**src/rtl/vga_chunk_pkg.sv**
```systemverilog
// vga_chunk_pkg: shared geometry and state encoding for the line chunk sequencer
package vga_chunk_pkg;
  localparam int LINE_W     = 480;
  localparam int CHUNK_W    = 16;
  localparam int NUM_CHUNKS = LINE_W / CHUNK_W;
  localparam int MEM_DEPTH  = 960;
  localparam int ADDR_W     = 10;
  localparam int IDX_W      = $clog2(NUM_CHUNKS);
  typedef enum logic [1:0] {IDLE, STREAM, DONE} state_t;
endpackage

```
**src/rtl/wrap_counter.sv**
```systemverilog
// wrap_counter: modulo-N counter with enable, synchronous clear and async active-low reset
module wrap_counter #(
  parameter int N = 30,
  parameter int W = $clog2(N)
) (
  input  logic         clk,
  input  logic         rst_n,
  input  logic         en,
  input  logic         clr,
  output logic [W-1:0] cnt
);
  always_ff @(posedge clk or negedge rst_n) begin
    if (!rst_n) cnt <= '0;
    else if (clr) cnt <= '0;
    else if (en) cnt <= (cnt == W'(N - 1)) ? '0 : cnt + 1'b1;
  end
endmodule

```
**src/rtl/line_chunk_sequencer.sv**
```systemverilog
// line_chunk_sequencer: streams one captured pixel line as CHUNK_W words into a
// ping-pong line memory, honouring wr_ready backpressure and pulsing line_done per line
module line_chunk_sequencer
  import vga_chunk_pkg::*;
(
  input  logic               clk,
  input  logic               rst_n,
  input  logic               line_valid,
  output logic               line_ready,
  input  logic [LINE_W-1:0]  line_data,
  input  logic               flush,
  output logic               wr_en,
  input  logic               wr_ready,
  output logic [CHUNK_W-1:0] wr_data,
  output logic [ADDR_W-1:0]  wr_addr,
  output logic               line_done,
  output logic               busy
);
  state_t r_state, w_next;
  logic [NUM_CHUNKS-1:0][CHUNK_W-1:0] r_line_buf;
  logic [IDX_W-1:0] w_chunk_idx;
  logic w_accept, w_xfer, w_last;
  assign line_ready = r_state == IDLE;
  assign busy       = r_state != IDLE;
  assign line_done  = r_state == DONE;
  assign wr_en      = r_state == STREAM;
  assign w_accept   = line_valid && line_ready && !flush;
  assign w_xfer     = wr_en && wr_ready;
  assign w_last     = w_chunk_idx == IDX_W'(NUM_CHUNKS - 1);
  // Outputs are decoded from registers only, so wr_* hold steady under backpressure
  assign wr_data    = r_line_buf[w_chunk_idx];
  always_comb begin
    w_next = r_state;
    w_next = flush ? IDLE :
             (r_state == IDLE)   ? (w_accept ? STREAM : IDLE) :
             (r_state == STREAM) ? ((w_xfer && w_last) ? DONE : STREAM) :
             IDLE;
  end
  always_ff @(posedge clk or negedge rst_n) begin
    if (!rst_n) r_state <= IDLE;
    else r_state <= w_next;
  end
  always_ff @(posedge clk or negedge rst_n) begin
    if (!rst_n) r_line_buf <= '0;
    else if (w_accept) r_line_buf <= line_data;
  end
  wrap_counter #(.N(NUM_CHUNKS), .W(IDX_W)) u_chunk_idx (
    .clk(clk), .rst_n(rst_n), .en(w_xfer), .clr(flush || w_accept), .cnt(w_chunk_idx)
  );
  wrap_counter #(.N(MEM_DEPTH), .W(ADDR_W)) u_wr_addr (
    .clk(clk), .rst_n(rst_n), .en(w_xfer), .clr(flush), .cnt(wr_addr)
  );
endmodule

```
**config.mk**
```make
export PLATFORM = sky130hd
export DESIGN_NAME = line_chunk_sequencer
export DESIGN_NICKNAME = d
export VERILOG_FILES = /design/src/rtl/vga_chunk_pkg.sv /design/src/rtl/wrap_counter.sv /design/src/rtl/line_chunk_sequencer.sv
export SDC_FILE = /design/constraint.sdc
export NUM_CORES = 1
export LEC_CHECK = 0
export BUFFER_PORTS_ARGS = -buffer_cell sky130_fd_sc_hd__buf_4
export CORE_ASPECT_RATIO = 0.9
export CORE_MARGIN = 4
export CORE_UTILIZATION = 48
export CTS_CLUSTER_DIAMETER = 80
export DETAILED_ROUTE_END_ITERATION = 16
export PLACE_DENSITY = 0.68
export SLEW_MARGIN = 20
export SYNTH_ARGS = -nofsm -noshare
export SYNTH_HDL_FRONTEND = slang
export SYNTH_HIERARCHICAL = 1
export SYNTH_SLANG_ARGS = --single-unit
```
**constraint.sdc**
```tcl
create_clock -name clk -period 3.9 [get_ports clk]
set_input_delay 0.195 -clock clk [delete_from_list [all_inputs] [get_ports clk]]
set_output_delay 0.195 -clock clk [all_outputs]
set_load 0.05 [all_outputs]
```
# Word-level counts from Yosys, hierarchy flattened
# Index checks and enable logic that the tools add are counted.
[totals]
register_bits = 497
output_inout_bits = 30
elab_cells = 63
[classes]
magnitude_cmp = 1
mux = 13
reduce_logical = 10
eq_ne = 4
add_sub_neg = 2
[op_table]
columns = ["cell", "count"]
rows = [
  ["$bmux 16 s5", 1],
  ["$mux 10", 3],
  ["$mux 16", 1],
  ["$mux 5", 3],
  ["$add 10x1->10 const B", 1],
  ["$eq 10x10->1 const B", 1],
  ["$mux 2", 4],
  ["$lt 5x6->1 const B", 1],
  ["$reduce_bool 2->1", 3],
  ["$add 5x1->5 const B", 1],
  ["$eq 5x5->1 const B", 1],
  ["$logic_and 1x1->1", 4],
  ["$eq 2x1->1 const B", 1],
  ["$eq 2x2->1 const B", 1],
  ["$logic_not 2->1", 1],
  ["$logic_not 1->1", 1],
  ["$logic_or 1x1->1", 1],
  ["$mux 1", 1],
]

# Depth between registers and ports, before layout
# Gate-level depths: netlist of run 1.
[logic_depth]
depth_word = 7
mapped_depth = 7
mapped_depth_nobuf = 5

# Modules after synthesis
# The synthesis of run 1 kept the hierarchy.
[modules_own_cells]
columns = ["mod", "n_inst", "cells_per_inst", "area_each_um2"]
rows = [
  ["line_chunk_sequencer", 1, 1453, 21918.5],
  ["wrap_counter at u_wr_addr", 1, 58, 571.8],
  ["wrap_counter at u_chunk_idx", 1, 31, 300.3],
]

# Worst setup path before layout of run 1
# Ideal clock, no wire load.
[synth_path]
path_kind = "reg2out"
startpoint = "register u_chunk_idx.cnt[0]"
endpoint = "output wr_data[15]"
path_stages_with_launch = 7
t_required_ns = 3.705
path_slack_ns = 1.209
t_arrival_ns = 2.496
cell_sequence = "dfrtp_1 -> buf_6 -> buf_4 -> or2_2 -> o21ai_0 -> a211oi_1 -> o31ai_1"
[synth_via]
elab_chain_len = 2
[synth_rtl]
columns = ["element", "line", "text"]
rows = [
  ["start, declared", "wrap_counter.sv:10", "output logic [W-1:0] cnt"],
  ["start signal, assigned", "wrap_counter.sv:15", "else if (en) cnt <= (cnt == W'(N - 1)) ? '0 : cnt + 1'b1;"],
  ["$bmux 16 s5", "line_chunk_sequencer.sv:31", "assign wr_data = r_line_buf[w_chunk_idx];"],
  ["$mux 16 (implied by the code)", "line_chunk_sequencer.sv:31", ""],
  ["end, declared", "line_chunk_sequencer.sv:14", "output logic [CHUNK_W-1:0] wr_data,"],
]
# Every way passes these cells. The select of a mux whose other input is x is not followed.

# Final worst setup path of run 1
[layout_path]
startpoint = "register u_chunk_idx.cnt[2]"
endpoint = "output wr_data[3]"
# Same word-level chain as after synthesis.

==> results.md, run 1 <==
- Row cnt: 75
- First-pass GRT wire length: 123,000 um
- # port buffers: 514
- # IOs: 515
- Fin crit period: 3660 ps
- R2R cell count: 5
- DRC: 0
- Synth-to-layout area growth: 48.6%
- Avg WL per Cell: 25.6 um
- Clock-pin slew on the worst setup and hold paths: 60 ps
- R2R Setup Slk: 1340 ps
- Largest family of logic cells by synthesized area: multiplexers
- Setup Skew: 20.5 ps
- Largest net degree at the start of global routing: 120
- Min-delay src: line_valid
- Slew @ Worst Pin: 961 ps
- Adder-cell share of the synthesized area: 0.165%
- Clock tree buffer depth: 3
- Starting Density: 48.7%
- Leak pwr: 14.3 nW
- Synth Area in Simple Gates: 3.34%
- Drt via density: 5.57
- Top_reg_cell synth: dfrtp_1
- Mux contribution to synthesized area: 34.7%
- #FFs+latches synth: 497
- Area share of xor/xnor cells in the synthesized design: 0.0769%
- Seq. cell area: 12,500 um2
- Worst VDD drop: 0.321 mV
- Async SR Flop Fraction: 100%
- Initial antenna violation count: 24
- Share of layout cells above drive strength 1: 46.5%
- Sequential share of the synthesized area: 54.6%
- Final HPWL from detailed placement: 54,200 um
- Routed Antenna Nets: 0
- Vias: 17,800
- Unique cell type count in the Yosys netlist: 54
- Data arrival time of the worst path: 3460 ps
- Area of the core: 46,800 um2
- Yosys warnings: 6
- Setup violators final: 0
- Crit end category: primary output
- Crit share post-route: 93.7%
- Total length of routed met2 wires: 39,500 um
- RSZ-0062 raised after global routing: no
- Reg2reg start: r_state[0]
- Final Power: 15.3 mW
- Root Buffer: clkbuf_16
- FF-to-FF End: u_wr_addr/cnt[8]
- Wl on met1: 33,500 um
- Hold Fails Final Rpt: 0
- Metal3 WL: 4850 um
- Final Net Count: 3,012
- Worst-path fanout max: 30
- Pre-Repair DR Iteration Count: 5
- CTS Buf Count: 52
- CTS tree: done
- Cell count after synthesis: 1,542
- Skew-Pair Late Insertion Delay: 600 ps
- Fillers: 2,926
- Power density cells: 453 nW/um2
- Tot GR Track Use: 31.5%
- Die Area: 51,000 um2
- Post-CTS sizing: 0
- Multi-input gate area: 9740 um2
- Vias in the first global route: 19,800
- Status: completed
- Relative max-transition margin: 35.9%
- Cell Area, Synth: 22,800 um2
- Max H-tree Level: 2
- Worst EP required: 3700 ps
- Max cap viols: 0
- Total Wirelength: 81,800 um
- Compound-gate portion of the synthesized area: 4.40%
- Horiz. Die Dim: 238 um
- Startpoint Class: flop
- Gr ovfl total: 0
- Die Y: 215 um
- Uppermost layer routed: met5
- Starting DRC count in detailed routing: 1,346
- TNS Setup: 0 ps
- Mapped Nets: 2,030
- Worst hold path depth: 4
- Slew Limit Fails: 0
- RD Place Congestion: 0.895
- Max Freq: 274 MHz
- Hold path endpoint: u_chunk_idx/cnt[0]
- # clock sinks: 497
- CP Class: reg -> out
- Post-synth EDFFs: 0
- Worst hold path type: in -> reg
- Synth Area per Inst: 14.8 um2
## worst max-delay path by stage
| stage | from | to |
|---|---|---|
| 6_report | u_chunk_idx/cnt[2] | wr_data[3] |
| 5_1_grt | u_chunk_idx/cnt[2] | wr_data[6] |
| 4_1_cts | u_chunk_idx/cnt[2] | wr_data[6] |
| 3_5_place_dp | u_chunk_idx/cnt[2] | wr_data[6] |
| 3_3_place_gp | u_chunk_idx/cnt[2] | wr_data[10] |
| 2_1_floorplan | u_chunk_idx/cnt[0] | wr_data[15] |
## logic make-up after synthesis
logic type      Yosys count
flops                   497
fa+ha+maj                 3
mux                     668
xor+xnor                  2
simple gates            115
buf+inv                 111
compound gates          146
## repair_timing
| item | 4_1_cts | 5_1_grt |
|---|---|---|
| endpoints found under the hold margin | 592 | 0 |
| hold buffers | 483 | 0 |
| setup buffers | 0 | 0 |
## sequential cells by signal (all words and copies together) (netlist names)
signal and cells:
u_chunk_idx/cnt 5, r_line_buf 480, r_state 2, u_wr_addr/cnt 10
## critical path, stage by stage (launching register included)
cell	delay, ps
dfrtp_4	810
nand3b_1	610
o22ai_1	400
nor4b_1	150
nor3_1	560
buf_4	320
## power by group
part,switching [mW],internal [mW]
sequential,0.747,6.25
combinational,1.33,1.95
clock,2.13,2.91
total,4.21,11.1
## stage by stage
step                hold slack [ps]  area (um2)  utilization, %  setup WS, ps  std cells
floorplan                      -101       22800               -          1210       1542
global placement                378       27200            58.2           811       2603
detailed placement              372       27200            58.2           780       2603
CTS                             117       33800            72.2           120       3179
global route                    178       33900            72.3          94.3       3199
finish                          161       33900            72.3           245       3199
## placed cells by master (no fill, tap or decap), types with 4 or more instances in the layout
master / Yosys / final
nor3_2: 6 / 6
mux4_2: 45 / 45
o22ai_1: 30 / 30
and3_1: 4 / 4
nor2_1: 12 / 11
dfrtp_1: 497 / 493
o221ai_1: 4 / 4
diode_2: 0 / 20
nor3_1: 13 / 13
nand4_1: 4 / 4
mux2_1: 9 / 9
or3b_1: 4 / 4
clkbuf_1: 12 / 8
inv_1: 5 / 5
a21oi_1: 20 / 20
dlygate4sd3_1: 0 / 483
mux2_2: 479 / 479
o22ai_2: 6 / 6
a22oi_1: 32 / 32
clkbuf_8: 0 / 17
buf_4: 19 / 540
o31ai_1: 6 / 6
a22o_1: 4 / 4
nor4b_2: 6 / 6
nor4b_1: 6 / 6
nand2_1: 20 / 20
nor2b_1: 9 / 9
buf_12: 0 / 10
clkinv_2: 0 / 7
mux2i_1: 132 / 132
clkbuf_16: 0 / 52
dfrtp_4: 0 / 4
nand3b_1: 6 / 6
a31oi_1: 5 / 5
a211oi_1: 5 / 5
o21ai_0: 22 / 22
o2bb2ai_1: 5 / 5
## cell type report
cell class	instances	share of cell area [%]
inverters	5	0.0554
flip-flops and latches	497	36.8
well taps	616	2.28
multi-input cells	934	28.8
diodes	20	0.148
clock buffers	77	4.62
clock inverters	16	0.473
repair buffers	1034	26.9
## layer usage
metal / vias up / global-route usage [%]
li1: 7740 / -
met1: 9091 / 42.0
met2: 767 / 50.9
met3: 214 / 5.56
met4: 6 / 14.0
met5: - / 0
## synthesized netlist by cell type (all sizes together) (9+ instances only)
cell    number  area share [%]
a21oi       20            0.44
a22oi       32             1.1
buf         94             2.5
clkbuf      12            0.20
dfrtp      497              55
mux2       488              24
mux2i      132             5.8
mux4        48             4.8
nand2       20            0.33
nor2        13            0.23
nor2b        9            0.25
nor3        19            0.55
nor4b       12            0.63
o21ai       22            0.48
o22ai       36             1.2
Power figures use the tool's default switching activity.
==> run 2: changes to the inputs <==
- PLACE_DENSITY: 0.68 -> 0.82
==> run 2 against run 1 <==
Against the previous run:
- power is 3.3% higher
- die area unchanged
- global-route usage is 1.4 points higher
- clock power grew 6.7%
- sequential power is 0.6% higher
- setup slack got worse by 150 ps
- wire length up 5.0%
- critical path depth stayed put
- via count is 3.9% higher
- count of clock-buffer cells in the layout grew 1
- critical endpoint is now wr_data[5]
- largest power group unchanged
- highest routed layer unchanged
==> results.md, run 2 (synthesis gave the netlist of run 1 again) <==
- Area of the core: 46,800 um2 (unchanged)
- Commonest non-fill, non-tap cell in the layout: buf_4 (unchanged)
- Crit share post-route: 97.6% (was 93.7%)
- Top flop regs: r_line_buf (480), u_wr_addr/cnt (10), u_chunk_idx/cnt (5) (unchanged)
- Horiz. Die Dim: 238 um (unchanged)
- Worst path slowest cell: dfrtp_4 (unchanged)
- Initial antenna violation count: 18 (was 24)
- DRC: 0 (unchanged)
- # port buffers: 514 (unchanged)
- Hold Fails Final Rpt: 0 (unchanged)
- CTS tree: done (unchanged)
- Final Net Count: 3,006 (was 3,012)
- Gr ovfl total: 0 (unchanged)
- WP buf/inv: 1 (unchanged)
- Most flops, register: r_line_buf (unchanged)
- Worst hold path depth: 3 (was 4)
- Die Y: 215 um (unchanged)
- # clock sinks: 497 (unchanged)
- RSZ-0062 raised after global routing: no (unchanged)
- Largest net degree at the start of global routing: 110 (was 120)
- # IOs: 515 (unchanged)
- Slew Limit Fails: 0 (unchanged)
- Worst EP required: 3700 ps (about the same)
- R2R cell count: 5 (unchanged)
- Clock-pin slew on the worst setup and hold paths: 60 ps (about the same)
- CTS Buf Count: 52 (unchanged)
- Most used routing layer: met2 (unchanged)
- FF-to-FF End: r_state[0] (was u_wr_addr/cnt[8])
- Pre-Repair DR Iteration Count: 5 (unchanged)
- Total Wirelength: 86,000 um (was 81,800 um)
- Hold path endpoint: r_state[1] (was u_chunk_idx/cnt[0])
- RD Place Congestion: 0.910 (was 0.895)
- Die Area: 51,000 um2 (unchanged)
- Setup violators final: 0 (unchanged)
- Starting DRC count in detailed routing: 1,598 (was 1,346)
- Starting Density: 48.7% (unchanged)
- Crit-path cells: nand3b_1 > o22ai_1 > nor4b_1 > nor3_1 > buf_4 (unchanged)
- Final HPWL from detailed placement: 52,600 um (was 54,200 um)
- Relative max-transition margin: 35.7% (was 35.9%)
- Met2 GRT Util: 54.1% (was 50.9%)
- Grt met3 use: 7.49% (was 5.56%)
- Min-delay src: wr_ready (was line_valid)
- Leak pwr: 14.3 nW (about the same)
- Synth-to-layout area growth: 49.0% (was 48.6%)
- Worst hold path type: in -> reg (unchanged)
- First-pass GRT wire length: 128,000 um (was 123,000 um)
- Vias in the first global route: 20,800 (was 19,800)
- Fillers: 2,710 (was 2,926)
- Max reg flops: 480 (unchanged)
- Tot GR Track Use: 32.9% (was 31.5%)
- Slew @ Worst Pin: 961 ps (about the same)
- Worst VDD drop: 0.406 mV (was 0.321 mV)
- Setup Skew: 31.6 ps (was 20.5 ps)
- Crit end category: primary output (unchanged)
- Share of layout cells above drive strength 1: 46.3% (was 46.5%)
- Routed Antenna Nets: 0 (unchanged)
- TNS Setup: 0 ps (unchanged)
- Post-CTS setup buffers: 0 (unchanged)
- Vias: 18,500 (was 17,800)
- Startpoint Class: flop (unchanged)
- Most frequent cells in the layout: 531 x buf_4, 493 x dfrtp_1, 482 x dlygate4sd3_1 (was 540 x buf_4, 493 x dfrtp_1, 483 x dlygate4sd3_1)
- Delay-heaviest family, CP: simple AND/OR/NAND/NOR gates (unchanged)
- Data arrival time of the worst path: 3610 ps (was 3460 ps)
- Reg2reg start: u_chunk_idx/cnt[1] (was r_state[0])
- Avg WL per Cell: 26.9 um (was 25.6 um)
- R2R Setup Slk: 1190 ps (was 1340 ps)
- Skew-Pair Late Insertion Delay: 610 ps (was 600 ps)
- Placed cell count: 2,598 (was 2,603)
- Max cap viols: 0 (unchanged)
- Drt via density: 5.80 (was 5.57)
- Clock tree buffer depth: 3 (unchanged)
- Row cnt: 75 (unchanged)
- Fin crit period: 3810 ps (was 3660 ps)
- Max H-tree Level: 2 (unchanged)
- CP Class: reg -> out (unchanged)
- Met1 capacity usage during global routing: 39.4% (was 42.0%)
- Root Buffer: clkbuf_16 (unchanged)
- Worst-path fanout max: 51 (was 30)
- Status: completed (unchanged)
- Max Freq: 263 MHz (was 274 MHz)
- Critical Path Max Stage Delay: 1040 ps (was 810 ps)
- Non-filler cells, final: 3,192 (was 3,199)
- Power density cells: 466 nW/um2 (was 453 nW/um2)
-- run 2: repair_timing --
item	4_1_cts	5_1_grt
setup endpoints to repair	1	0
resized for setup	1	0
hold buffers	482	0
hold endpoints to repair	576	0
-- run 2: how the worst max path moves through the flow --
stage                        from           to  slack, ps  cells after the start
2_1_floorplan  u_chunk_idx/cnt[0]  wr_data[15]       1210                      6
3_3_place_gp   u_chunk_idx/cnt[0]  wr_data[11]        530                      6
3_5_place_dp   u_chunk_idx/cnt[0]  wr_data[11]        530                      6
4_1_cts        u_chunk_idx/cnt[0]   wr_data[5]        100                      5
5_1_grt        u_chunk_idx/cnt[0]   wr_data[5]         80                      5
6_report       u_chunk_idx/cnt[1]   wr_data[5]         90                      5
-- run 2: metal layers --
| layer | up-vias | wire (um) | part of all wire, % |
|---|---|---|---|
| met5 | - | 21 | 0.024 |
| met4 | 4 | 6130 | 7.1 |
| met3 | 351 | 6680 | 7.8 |
| met2 | 1077 | 41900 | 49 |
| met1 | 9336 | 31200 | 36 |
| li1 | 7741 | - | - |
-- run 2: final cells by class --
cell class                      count  area (um2)  area share, %
Antenna cell                       17        42.5          0.125
Clock buffer                       78        1510           4.44
Clock inverter                     17         313          0.921
Inverter                            5        18.8         0.0553
Multi-Input combinational cell    934        9740           28.7
Sequential cell                   497       12500           36.7
Tap cell                          616         771           2.27
Timing Repair Buffer             1028        9110           26.8
-- run 2: stage by stage --
stage,util (%),setup slack (ps),hold slack (ps),power [mW],area [um2]
after global placement,58.2,533,302,9.73,27300
final,72.5,93.3,92.1,15.8,34000
after global routing,72.5,82.7,71.1,16.3,33900
after floorplan,-,1210,-101,8.54,22800
after detailed placement,58.2,528,310,9.86,27300
after CTS,72.4,97.1,7.22,15.6,33900
-- run 2: power breakdown --
group	switching (mW)	internal (mW)	total (mW)
Sequential	0.785	6.25	7.04
Combinational	1.46	1.96	3.42
Clock	2.22	3.16	5.38
Total	4.46	11.4	15.8
-- run 2: worst reg2reg max path, cell delays in order, from the launching register on --
cell	delay [ps]
dfrtp_4	810
buf_12	350
buf_4	230
nor2b_1	480
nand4_1	370
a31o_2	350
==> run 3: changes to the inputs <==
==> constraint.sdc (replaced) <==
create_clock -name clk -period 3.9 [get_ports clk]
set_input_delay 0.585 -clock clk [delete_from_list [all_inputs] [get_ports clk]]
set_output_delay 0.585 -clock clk [all_outputs]
set_load 0.05 [all_outputs]
==> run 3 against run 2 <==
Against the previous run:
- worst hold slack improved by 130 ps
- non-clock buffer count is 466 lower
- via count down 15%
- highest routed layer unchanged
- critical endpoint is now wr_data[3]
- setup slack got worse by 15 ps
==> results.md, run 3 (synthesis gave the netlist of run 1 again) <==
- Final Net Count: 2,539 (was 3,006)
- Crit share post-route: 98.0% (was 97.6%)
- Sequential share of power: 45.1% (was 44.5%)
- Non-filler cells, final: 2,730 (was 3,192)
- Worst EP required: 3310 ps (was 3700 ps)
- Avg WL per Cell: 26.2 um (was 26.9 um)
- Clock power frac: 35.9% (was 34.0%)
- WHS: 218 ps (was 92.1 ps)
- Pre-Repair DR Iteration Count: 5 (unchanged)
- Clock tree buffer depth: 3 (unchanged)
- Multi-input gate area: 9740 um2 (about the same)
- Total Wirelength: 71,600 um (was 86,000 um)
- CP Launch Point: u_chunk_idx/cnt[0] (was u_chunk_idx/cnt[1])
- FF-to-FF End: u_wr_addr/cnt[8] (was r_state[0])
- Critical Path Max Stage Delay: 760 ps (was 1040 ps)
- Routed Antenna Nets: 0 (unchanged)
- Status: completed (unchanged)
- Final HPWL from detailed placement: 53,600 um (was 52,600 um)
- Largest net degree at the start of global routing: 124 (was 110)
- DRC: 0 (unchanged)
- Placed cell count: 2,611 (was 2,598)
- Worst VDD drop: 0.388 mV (was 0.406 mV)
- Setup Skew: 12.3 ps (was 31.6 ps)
- Area of placed instances: 27,400 um2 (was 27,300 um2)
- Delay-heaviest family, CP: simple AND/OR/NAND/NOR gates (unchanged)
- Commonest non-fill, non-tap cell in the layout: buf_4 (unchanged)
- Area of the core: 46,800 um2 (unchanged)
- Leak pwr: 12.5 nW (was 14.3 nW)
- Combinational share of power: 19.0% (was 21.6%)
- Wl on met1: 29,200 um (was 31,200 um)
- CTS Buf Count: 51 (was 52)
- Seq. cell area: 12,500 um2 (unchanged)
- Metal3 WL: 5980 um (was 6680 um)
- CP Class: reg -> out (unchanged)
- Reg2reg start: r_state[0] (was u_chunk_idx/cnt[1])
- Horiz. Die Dim: 238 um (unchanged)
- Tot GR Track Use: 27.5% (was 32.9%)
- Uppermost layer routed: met5 (unchanged)
- RD Place Congestion: 0.909 (was 0.910)
- Skew-Pair Late Insertion Delay: 580 ps (was 610 ps)
- Max Freq: 262 MHz (was 263 MHz)
- R2R cell count: 5 (unchanged)
- # port buffers: 514 (unchanged)
- CTS tree: done (unchanged)
- Most flops, register: r_line_buf (unchanged)
- Worst hold path type: in -> reg (unchanged)
- WP buf/inv: 2 (was 1)
- Root Buffer: clkbuf_16 (unchanged)
- Crit end category: primary output (unchanged)
- Fillers: 3,458 (was 2,710)
- # clock sinks: 497 (unchanged)
- TNS Setup: 0 ps (unchanged)
- Clock-pin slew on the worst setup and hold paths: 60 ps (about the same)
- Vias in the first global route: 17,100 (was 20,800)
- Initial antenna violation count: 24 (was 18)
- Die Area: 51,000 um2 (unchanged)
- Crit-path cells: or3b_2 > o22ai_1 > nor4b_1 > buf_4 > nor3_1 > buf_4 (was nand3b_1 > o22ai_1 > nor4b_1 > nor3_1 > buf_4)
- Slew @ Worst Pin: 997 ps (was 961 ps)
- Final Power: 15.3 mW (was 15.8 mW)
- R2R Setup Slk: 1360 ps (was 1190 ps)
- Crit path to: wr_data[3] (was wr_data[5])
- Starting DRC count in detailed routing: 1,324 (was 1,598)
- RSZ-0062 raised after global routing: no (unchanged)
- Cell mode on critical path: buf_4
- # IOs: 515 (unchanged)
- Most frequent cells in the layout: 541 x buf_4, 493 x dfrtp_1, 479 x mux2_2 (was 531 x buf_4, 493 x dfrtp_1, 482 x dlygate4sd3_1)
- Pint: 11.3 mW (was 11.4 mW)
- Data arrival time of the worst path: 3240 ps (was 3610 ps)
- Starting Density: 48.7% (unchanged)
- Startpoint Class: flop (unchanged)
- Max H-tree Level: 2 (unchanged)
- Slew Limit Fails: 0 (unchanged)
- Relative max-transition margin: 33.3% (was 35.7%)
- Fin crit period: 3820 ps (was 3810 ps)
- Gr ovfl total: 0 (unchanged)
- Max cap viols: 0 (unchanged)
- Cell area after layout: 29,400 um2 (was 34,000 um2)
- Max reg flops: 480 (unchanged)
- Vias: 15,700 (was 18,500)
- Power density cells: 522 nW/um2 (was 466 nW/um2)
- Share of layout cells above drive strength 1: 57.8% (was 46.3%)
- Setup violators final: 0 (unchanged)
- First-pass GRT wire length: 106,000 um (was 128,000 um)
- P_sw: 4.05 mW (was 4.46 mW)
- Die Y: 215 um (unchanged)
- Worst path slowest cell: or3b_2 (was dfrtp_4)
- Top flop regs: r_line_buf (480), u_wr_addr/cnt (10), u_chunk_idx/cnt (5) (unchanged)
- Synth-to-layout area growth: 29.1% (was 49.0%)
- Instance count on the critical path: 6 (was 5)
- Switch share: 26.4% (was 28.2%)
- Total length of routed met2 wires: 33,200 um (was 41,900 um)
- Worst-path fanout max: 24 (was 51)
- Drt via density: 5.76 (was 5.80)
- Hold Fails Final Rpt: 0 (unchanged)
- Row cnt: 75 (unchanged)
## run 3: worst reg2reg max path, stage by stage (launching register included)
cell and delay, ps:
dfrtp_1 390, nor2b_1 320, and2_1 670, o21ai_0 370, or4_1 550, a21oi_1 180
## run 3: area by class of cell
cell class,count,area share (%)
clock inverters,25,1.48
repair buffers,562,15.2
inverters,5,0.0638
diodes,24,0.204
flip-flops and latches,497,42.3
clock buffers,67,5.02
multi-input cells,934,33.1
well taps,616,2.62
## run 3: through the flow
stage	worst slack [ps]	utilization, %
2_1_floorplan	819	-
3_3_place_gp	572	58.5
3_5_place_dp	556	58.5
4_1_cts	20.0	62.6
5_1_grt	18.6	62.8
6_report	78.8	62.8
## run 3: worst min-delay path by stage
stage / end / slack, ps / cells after the start / startpoint
2_1_floorplan: r_line_buf[0] / 290 / 0 / rst_n
3_3_place_gp: r_line_buf[460] / 470 / 1 / r_line_buf[460]
3_5_place_dp: r_line_buf[457] / 470 / 1 / r_line_buf[457]
4_1_cts: r_line_buf[385] / 160 / 1 / rst_n
5_1_grt: r_line_buf[457] / 190 / 2 / line_data[457]
6_report: r_line_buf[457] / 220 / 2 / line_data[457]
## run 3: routing by layer
layer	track usage (%)	vias to the layer above
li1	-	6819
met1	37.0	8110
met2	41.5	643
met3	7.20	144
met4	14.1	2
met5	0	-
## run 3: repair_timing
item                                    4_1_cts  5_1_grt
resized for setup                             0        1
endpoints found under the setup margin        1        1
buffers inserted                              1        0
hold endpoints to repair                      0       40
hold buffers                                  0        1
## run 3: power by group through the flow
stage	combinational (mW)	sequential (mW)	clock [mW]
CTS	2.91	6.90	5.58
global placement	2.79	6.92	0
finish	2.91	6.93	5.51
detailed placement	2.88	6.98	0
floorplan	1.84	6.70	0
global route	3.12	7.03	5.80
